==> src/rtl/uart_receiver.sv <==
// -----------------------------------------------------------------------------
// uart_receiver
//   8N1 UART receiver, LSB first. Reconstructs bytes from the RX pin and
//   presents them on a valid/ready byte interface. It uses the same bit-period
//   parameter as uart_transmitter, so both blocks can share one baud setting.
//
// Ports
//   sysclk        in   system clock
//   rst_n         in   asynchronous active-low reset
//   UART_RX       in   asynchronous serial line, idles high
//   data          out  received byte, valid while data_valid is high
//   data_valid    out  byte available, held until accepted
//   data_ready    in   consumer accepts data when data_valid & data_ready
//   framing_error out  1-cycle pulse when the stop bit samples 0
//   overrun       out  1-cycle pulse when a completed byte is dropped
//
// Build option
//   UART_RX_MAJORITY_VOTE_EN  when defined, each sample point takes a 2-of-3
//                             majority over three consecutive cycles centred
//                             on the nominal point. Everything after the
//                             start sample is shifted one cycle later.
// -----------------------------------------------------------------------------
module uart_receiver #(
    parameter int BAUD_LENGTH_IN_CYCLES = 125000000 / 115200,
    parameter int HALF_BAUD             = BAUD_LENGTH_IN_CYCLES / 2
) (
    input  logic       sysclk,
    input  logic       rst_n,
    input  logic       UART_RX,
    output logic [7:0] data,
    output logic       data_valid,
    input  logic       data_ready,
    output logic       framing_error,
    output logic       overrun
);

    localparam int CW = $clog2(BAUD_LENGTH_IN_CYCLES) + 1;

`ifdef UART_RX_MAJORITY_VOTE_EN
    localparam int VOTE_DLY = 1;
`else
    localparam int VOTE_DLY = 0;
`endif

    // The start sample is pushed one cycle later in vote mode. After that,
    // every bit period stays BAUD_LENGTH_IN_CYCLES long, so the data and stop
    // decisions inherit the same one-cycle shift without any extra compare.
    localparam logic [CW-1:0] START_PT = CW'(HALF_BAUD - 1 + VOTE_DLY);
    localparam logic [CW-1:0] BIT_PT   = CW'(BAUD_LENGTH_IN_CYCLES - 1);

    typedef enum logic [2:0] {
        S_IDLE,
        S_START,
        S_DATA,
        S_STOP,
        S_BREAK
    } state_t;

    state_t          r_state;
    logic            r_sync1;
    logic            r_sync2;
    logic            r_rx_prev;
    logic [CW-1:0]   r_count;
    logic [2:0]      r_index;
    logic [7:0]      r_shift;

    logic            w_rx;
    logic            w_fall;
    logic            w_bit;

    assign w_rx   = r_sync2;
    assign w_fall = r_rx_prev & ~r_sync2;

`ifdef UART_RX_MAJORITY_VOTE_EN
    // r_hist holds rx from the two preceding cycles, so at the decision cycle
    // the vote covers (count-1, count, count+1) around the nominal point.
    logic [1:0] r_hist;
    assign w_bit = (r_hist[1] & r_hist[0]) | (r_hist[1] & w_rx) | (r_hist[0] & w_rx);
`else
    assign w_bit = w_rx;
`endif

    always_ff @(posedge sysclk or negedge rst_n) begin
        if (!rst_n) begin
            r_sync1       <= 1'b1;
            r_sync2       <= 1'b1;
            r_rx_prev     <= 1'b1;
            r_state       <= S_IDLE;
            r_count       <= '0;
            r_index       <= '0;
            r_shift       <= '0;
            data          <= '0;
            data_valid    <= 1'b0;
            framing_error <= 1'b0;
            overrun       <= 1'b0;
`ifdef UART_RX_MAJORITY_VOTE_EN
            r_hist        <= '1;
`endif
        end else begin
            r_sync1   <= UART_RX;
            r_sync2   <= r_sync1;
            r_rx_prev <= r_sync2;
`ifdef UART_RX_MAJORITY_VOTE_EN
            r_hist    <= {r_hist[0], w_rx};
`endif
            framing_error <= 1'b0;
            overrun       <= 1'b0;

            // Acceptance; a delivery later in this block overrides it.
            if (data_valid && data_ready) begin
                data_valid <= 1'b0;
            end

            case (r_state)
                S_IDLE: begin
                    r_count <= '0;
                    r_index <= '0;
                    if (w_fall) begin
                        r_state <= S_START;
                    end
                end

                S_START: begin
                    if (r_count == START_PT) begin
                        r_count <= '0;
                        r_index <= '0;
                        r_state <= w_bit ? S_IDLE : S_DATA;
                    end else begin
                        r_count <= r_count + CW'(1);
                    end
                end

                S_DATA: begin
                    if (r_count == BIT_PT) begin
                        r_count          <= '0;
                        r_shift[r_index] <= w_bit;
                        r_index          <= r_index + 3'd1;
                        if (r_index == 3'd7) begin
                            r_state <= S_STOP;
                        end
                    end else begin
                        r_count <= r_count + CW'(1);
                    end
                end

                S_STOP: begin
                    if (r_count == BIT_PT) begin
                        r_count <= '0;
                        r_index <= '0;
                        if (w_bit) begin
                            if (!data_valid || data_ready) begin
                                data       <= r_shift;
                                data_valid <= 1'b1;
                            end else begin
                                overrun <= 1'b1;
                            end
                            r_state <= S_IDLE;
                        end else begin
                            framing_error <= 1'b1;
                            r_state       <= S_BREAK;
                        end
                    end else begin
                        r_count <= r_count + CW'(1);
                    end
                end

                S_BREAK: begin
                    r_count <= '0;
                    r_index <= '0;
                    if (w_rx) begin
                        r_state <= S_IDLE;
                    end
                end

                default: begin
                    r_count <= '0;
                    r_index <= '0;
                    r_state <= S_IDLE;
                end
            endcase
        end
    end

endmodule
==> config.mk <==
export PLATFORM = sky130hd
export DESIGN_NAME = uart_receiver
export DESIGN_NICKNAME = d
export VERILOG_FILES = /design/src/rtl/uart_receiver.sv
export SDC_FILE = /design/constraint.sdc
export NUM_CORES = 1
export LEC_CHECK = 0
export ABC_CLOCK_PERIOD_IN_PS = 2240
export CORE_AREA = 2 2 62 64
export CTS_BUF_LIST = sky130_fd_sc_hd__clkbuf_8
export DETAILED_ROUTE_END_ITERATION = 7
export DIE_AREA = 0 0 64 66
export PLACE_DENSITY = 0.83
export SYNTH_ARGS = -nofsm -noshare
export SYNTH_HDL_FRONTEND = slang
export SYNTH_SLANG_ARGS = --single-unit
==> constraint.sdc <==
create_clock -name sysclk -period 2.24 [get_ports sysclk]
set_input_delay 0.56 -clock sysclk [delete_from_list [all_inputs] [get_ports sysclk]]
set_output_delay 0.56 -clock sysclk [all_outputs]
set_load 0.03 [all_outputs]
# After elaboration in Yosys (flattened, before gate mapping)
# Index checks and enable logic that the tools add are counted.
[word_totals] register_bits=40 out_inout_bits=11
[classes] n_eq_ne=13 order_cmp=2 muxes=31 n_bitwise=2 reduce_logical=10 addsub=2
[ops] cell="$mux W3" count=10
[ops] cell="$mux W12" count=2
[ops] cell="$pmux W12 S2" count=1
[ops] cell="$pmux W3 S5" count=1
[ops] cell="$mux W1" count=13
[ops] cell="$add A12 B1 Y12 const B" count=1
[ops] cell="$eq A12 B10 Y1 const B" count=1
[ops] cell="$eq A12 B11 Y1 const B" count=1
[ops] cell="$ne A2 B2 Y1 const B" count=6
[ops] cell="$pmux W3 S3" count=1
[ops] cell="$bwmux W8" count=1
[ops] cell="$eq A3 B2 Y1 const B" count=2
[ops] cell="$eq A3 B3 Y1 const B" count=2
[ops] cell="$reduce_and A6 Y1" count=1
[ops] cell="$lt A3 B4 Y1 const B" count=1
[ops] cell="$reduce_and A4 Y1" count=1
[ops] cell="$add A3 B1 Y3 const B" count=1
[ops] cell="$demux W1 S3" count=1
[ops] cell="$eq A3 B1 Y1 const B" count=1
[ops] cell="$ge A3 B1 Y1 const B" count=1
[ops] cell="$logic_not A3 Y1" count=1
[ops] cell="$reduce_and A3 Y1" count=1
[ops] cell="$logic_and A1 B1 Y1" count=2
[ops] cell="$mux W2" count=1
[ops] cell="other kinds (6)" count=6

# Longest topological paths before layout
[depth] word_depth=6 mapped_depth=7 mapped_depth_nobuf=6

# Worst setup path after synthesis
# OpenSTA, ideal clock, no wires.
[synth_path] path_type="flip-flop to flip-flop" start="register r_count[1]" end="register r_count[7]" required_ps=2121 path_stages_with_launch=8 arrival_ps=1799 slack_ps=322 path_cell_list="dfrtp_1 -> inv_1 -> ha_1 -> or4bb_1 -> o31a_1 -> a21oi_4 -> buf_4 -> nor2_1"
[synth_between] elab_chain_cells=3
[synth_rtl] element="start, declared" line="63" rtl="logic [CW-1:0] r_count;"
[synth_rtl] element="start signal, assigned" line="129" rtl="r_count <= r_count + CW'(1);"
[synth_rtl] element="start signal, assigned" line="142" rtl="r_count <= r_count + CW'(1);"
[synth_rtl] element="start signal, assigned" line="163" rtl="r_count <= r_count + CW'(1);"
[synth_rtl] element="$add A12 B1 Y12 (tied with other cells)" line="129, 142, 163"
[synth_rtl] element="$mux W12, on equally long branches" line="134, 147, 124"
[synth_rtl] element="$pmux W12 S2 (*)" line="114" rtl="case (r_state)"
# Mark *: on every way between the ends. The rest lies on a longest branch, timed or not.
# A chain may end at the register's enable or synchronous reset.

# Worst setup path after layout
[layout_path] start="register r_count[0]" end="register data[6]"
[layout_between] elab_chain_cells=2
[layout_rtl] element="$eq A12 B11 Y1" line="147" rtl="if (r_count == BIT_PT) begin"
[layout_rtl] element="$reduce_and A4 Y1 (no source line)"
[layout_rtl] element="end signal, assigned" line="152" rtl="data <= r_shift;"
[layout_rtl] element="end, declared" line="30" rtl="output logic [7:0] data,"
# No other way between the ends.

==> metrics.yaml <==
period_share_pct: 94.2
synth_seq_cells: 40
hold_viol: 0
end_kind: "flop"
drc: 0
core_mm2: 0.00355
root_buffer: "clkbuf_8"
path_cells: "inv_1 -> ha_1 -> and3b_1 -> nand3_1 -> or3b_1 -> mux2_4"
ant_nets: 0
dp.cells: 213
holdBufCountCts: 0
globalplace.congestion: 0.831
layout-drive-gt1-share_pct: 19.4
yosysSeqAreaShare_pct: 53.4
rsz0062_at_grt: "no"
synth_area_mm2: 0.00188
grtUsageTotal_pct: 17.7
async_flop_share_pct: 100
multi_input_area_um2: 817
cp_data_required_time_ps: 2420
slew_violations: 0
rows: 22
wire_per_inst_um: 14.5
clk_transition_reported_paths_ps: 70
n_antenna_cell: 0
fp.dieArea_mm2: 0.00422
via_per_inst: 5.44
ir_drop_uv: 800
wl_mm: 3.23
drt_iter0_drc: 45
dp_hpwl_mm: 2.30
hold_class: "reg2reg"
finClkSkew_ps: 4.46
p_leak_nw: 1.01
cp_max_fo: 8
worst_pin_slew_ps: 874
crit_type: "reg2reg"
cts_made_buffers: 5
synth_warnings: 0
syn_inst: 157
via_count: 1214
status: "completed"
syn_avg_cell_area_um2: 12.0
post-cts-setup-buffers: 0
worstSetupStartpointType: "flop"
overflow: 0
grt_pass1_vias: 1175
clockBufferDepth: 2
clock-sinks: 40
setup_viol: 0
whs_ps: 361
fmax_mhz: 474
drtPass1Iterations: 4
synth.distinct_cells: 39
areaGrowthSynthToFinish_pct: 14.8
cts_tree: "yes"
syn-num-nets: 166
start_util_pct: 53.0
clk_latency_ps: 290
min_period_ps: 2110
fill_cells: 258
io_pins: 15
critPathMaxStageDelay_ps: 620
final_cell_mix: "dfrtp_1, nor2_1, clkdlybuf4s50_1"
cap_violations: 0
fin_setup_tns_ps: 0
slew-limit-headroom_pct: 41.7
grt_pass1_wl_mm: 5.58
port_buffers: 14
synth_edf_count: 0
grt_antenna_before_repair: 0
final_common_cell: "dfrtp_1"
instances_no_fill: 223
cts_resized: 0
grt_max_degree: 41
final_nets: 183
cp.arrival_ps: 2290
crit_slowest_cell: "or3b_1"
h-tree-depth: 2
powerDensity_mw_per_mm2: 732
final-seq-area_mm2: 0.00100
die_x_um: 64
synth_flop_cell: "dfrtp_1"
die_h_um: 66
[where the power goes]
group          internal, mW  total (mW)  switching (mW)
logic                0.0772       0.174          0.0963
clock network         0.326       0.571           0.245
registers             0.772       0.838          0.0659
total                  1.18        1.58           0.407
[Yosys cell counts (2+ instances only)]
master | instances | share of area, %
or4_1 | 2 | 0.80
nor2_1 | 13 | 2.6
nor3_1 | 7 | 1.9
o21ai_0 | 5 | 1.3
clkbuf_1 | 2 | 0.40
nor2b_1 | 2 | 0.66
xor2_1 | 5 | 2.3
buf_4 | 2 | 0.80
nand3_1 | 9 | 2.4
inv_1 | 6 | 1.2
nand2_1 | 5 | 1.0
dfrtp_1 | 37 | 49
dfstp_2 | 3 | 4.2
nand4_1 | 8 | 2.7
nand2b_1 | 2 | 0.66
xnor2_1 | 5 | 2.3
ha_1 | 5 | 3.3
nor4_1 | 3 | 1.0
mux2_2 | 8 | 4.8
nor3b_1 | 2 | 0.80
mux2_4 | 8 | 6.4
[layout make-up]
class	count	share of cell area, %
Clock buffer	5	3.18
Timing Repair Buffer	16	6.94
Multi-Input combinational cell	105	37.8
Tap cell	48	2.78
Clock inverter	3	1.79
Sequential cell	40	46.5
Inverter	6	1.04
[kinds of logic (layout without fill, tap and decap cells)]
kind of cell    Yosys count  count (layout)  share of synthesized area (%)
fa+ha+maj                 5               5                           3.32
compound gates           10              10                           3.85
buf+inv                  12              30                           3.26
simple gates             63              63                           19.9
flops                    40              40                           53.4
xor+xnor                 10              10                           4.65
mux                      17              17                           11.7
[worst paths after layout]
check                                       endpoint  slack (ps)  cells past startpoint                  from
worst max-delay path             data[6]$_DFFE_PN0P_         130                      6  r_count[0]$_DFF_PN0_
worst min-delay path               r_sync2$_DFF_PN1_         360                      0     r_sync1$_DFF_PN1_
worst max register to register   data[6]$_DFFE_PN0P_         130                      6  r_count[0]$_DFF_PN0_
worst min register to register     r_sync2$_DFF_PN1_         360                      0     r_sync1$_DFF_PN1_
max in group asynchronous       r_count[5]$_DFF_PN0_        1320                      1                 rst_n
min in group asynchronous       data_valid$_DFF_PN0_         380                      1                 rst_n
[per-stage QoR]
stage | cell area [µm²] | utilization (%) | setup slack [ps] | power [mW]
5_1_grt | 2160 | 60.9 | 45.7 | 1.67
6_report | 2160 | 60.9 | 129 | 1.58
4_1_cts | 2150 | 60.5 | 76.4 | 1.59
2_1_floorplan | 1880 | - | 322 | 0.960
3_5_place_dp | 2040 | 57.4 | 18.0 | 1.02
3_3_place_gp | 2040 | 57.4 | 40.1 | 1.00
[layer usage]
layer | up-vias | global-route usage, % | share of wire [%]
met5 | - | 0 | 0
met4 | 0 | 7.88 | 2.0
met3 | 6 | 5.11 | 3.9
met2 | 24 | 27.5 | 51
met1 | 592 | 23.0 | 44
li1 | 592 | - | -
[flip-flops by register name (all words and copies together) (netlist names)]
signal,count
framing_error,1
overrun,1
r_sync2,1
r_index,3
r_count,12
r_shift,8
r_state,3
r_rx_prev,1
r_sync1,1
data,8
data_valid,1
[worst max-delay path, delay by kind of cell, from the launching register on]
kind,cells,cell delay [ps]
mux,1,380
flops,1,440
buf+inv,1,100
fa+ha+maj,1,140
simple gates,3,940
No activity file was read; power rests on OpenSTA's default activity.
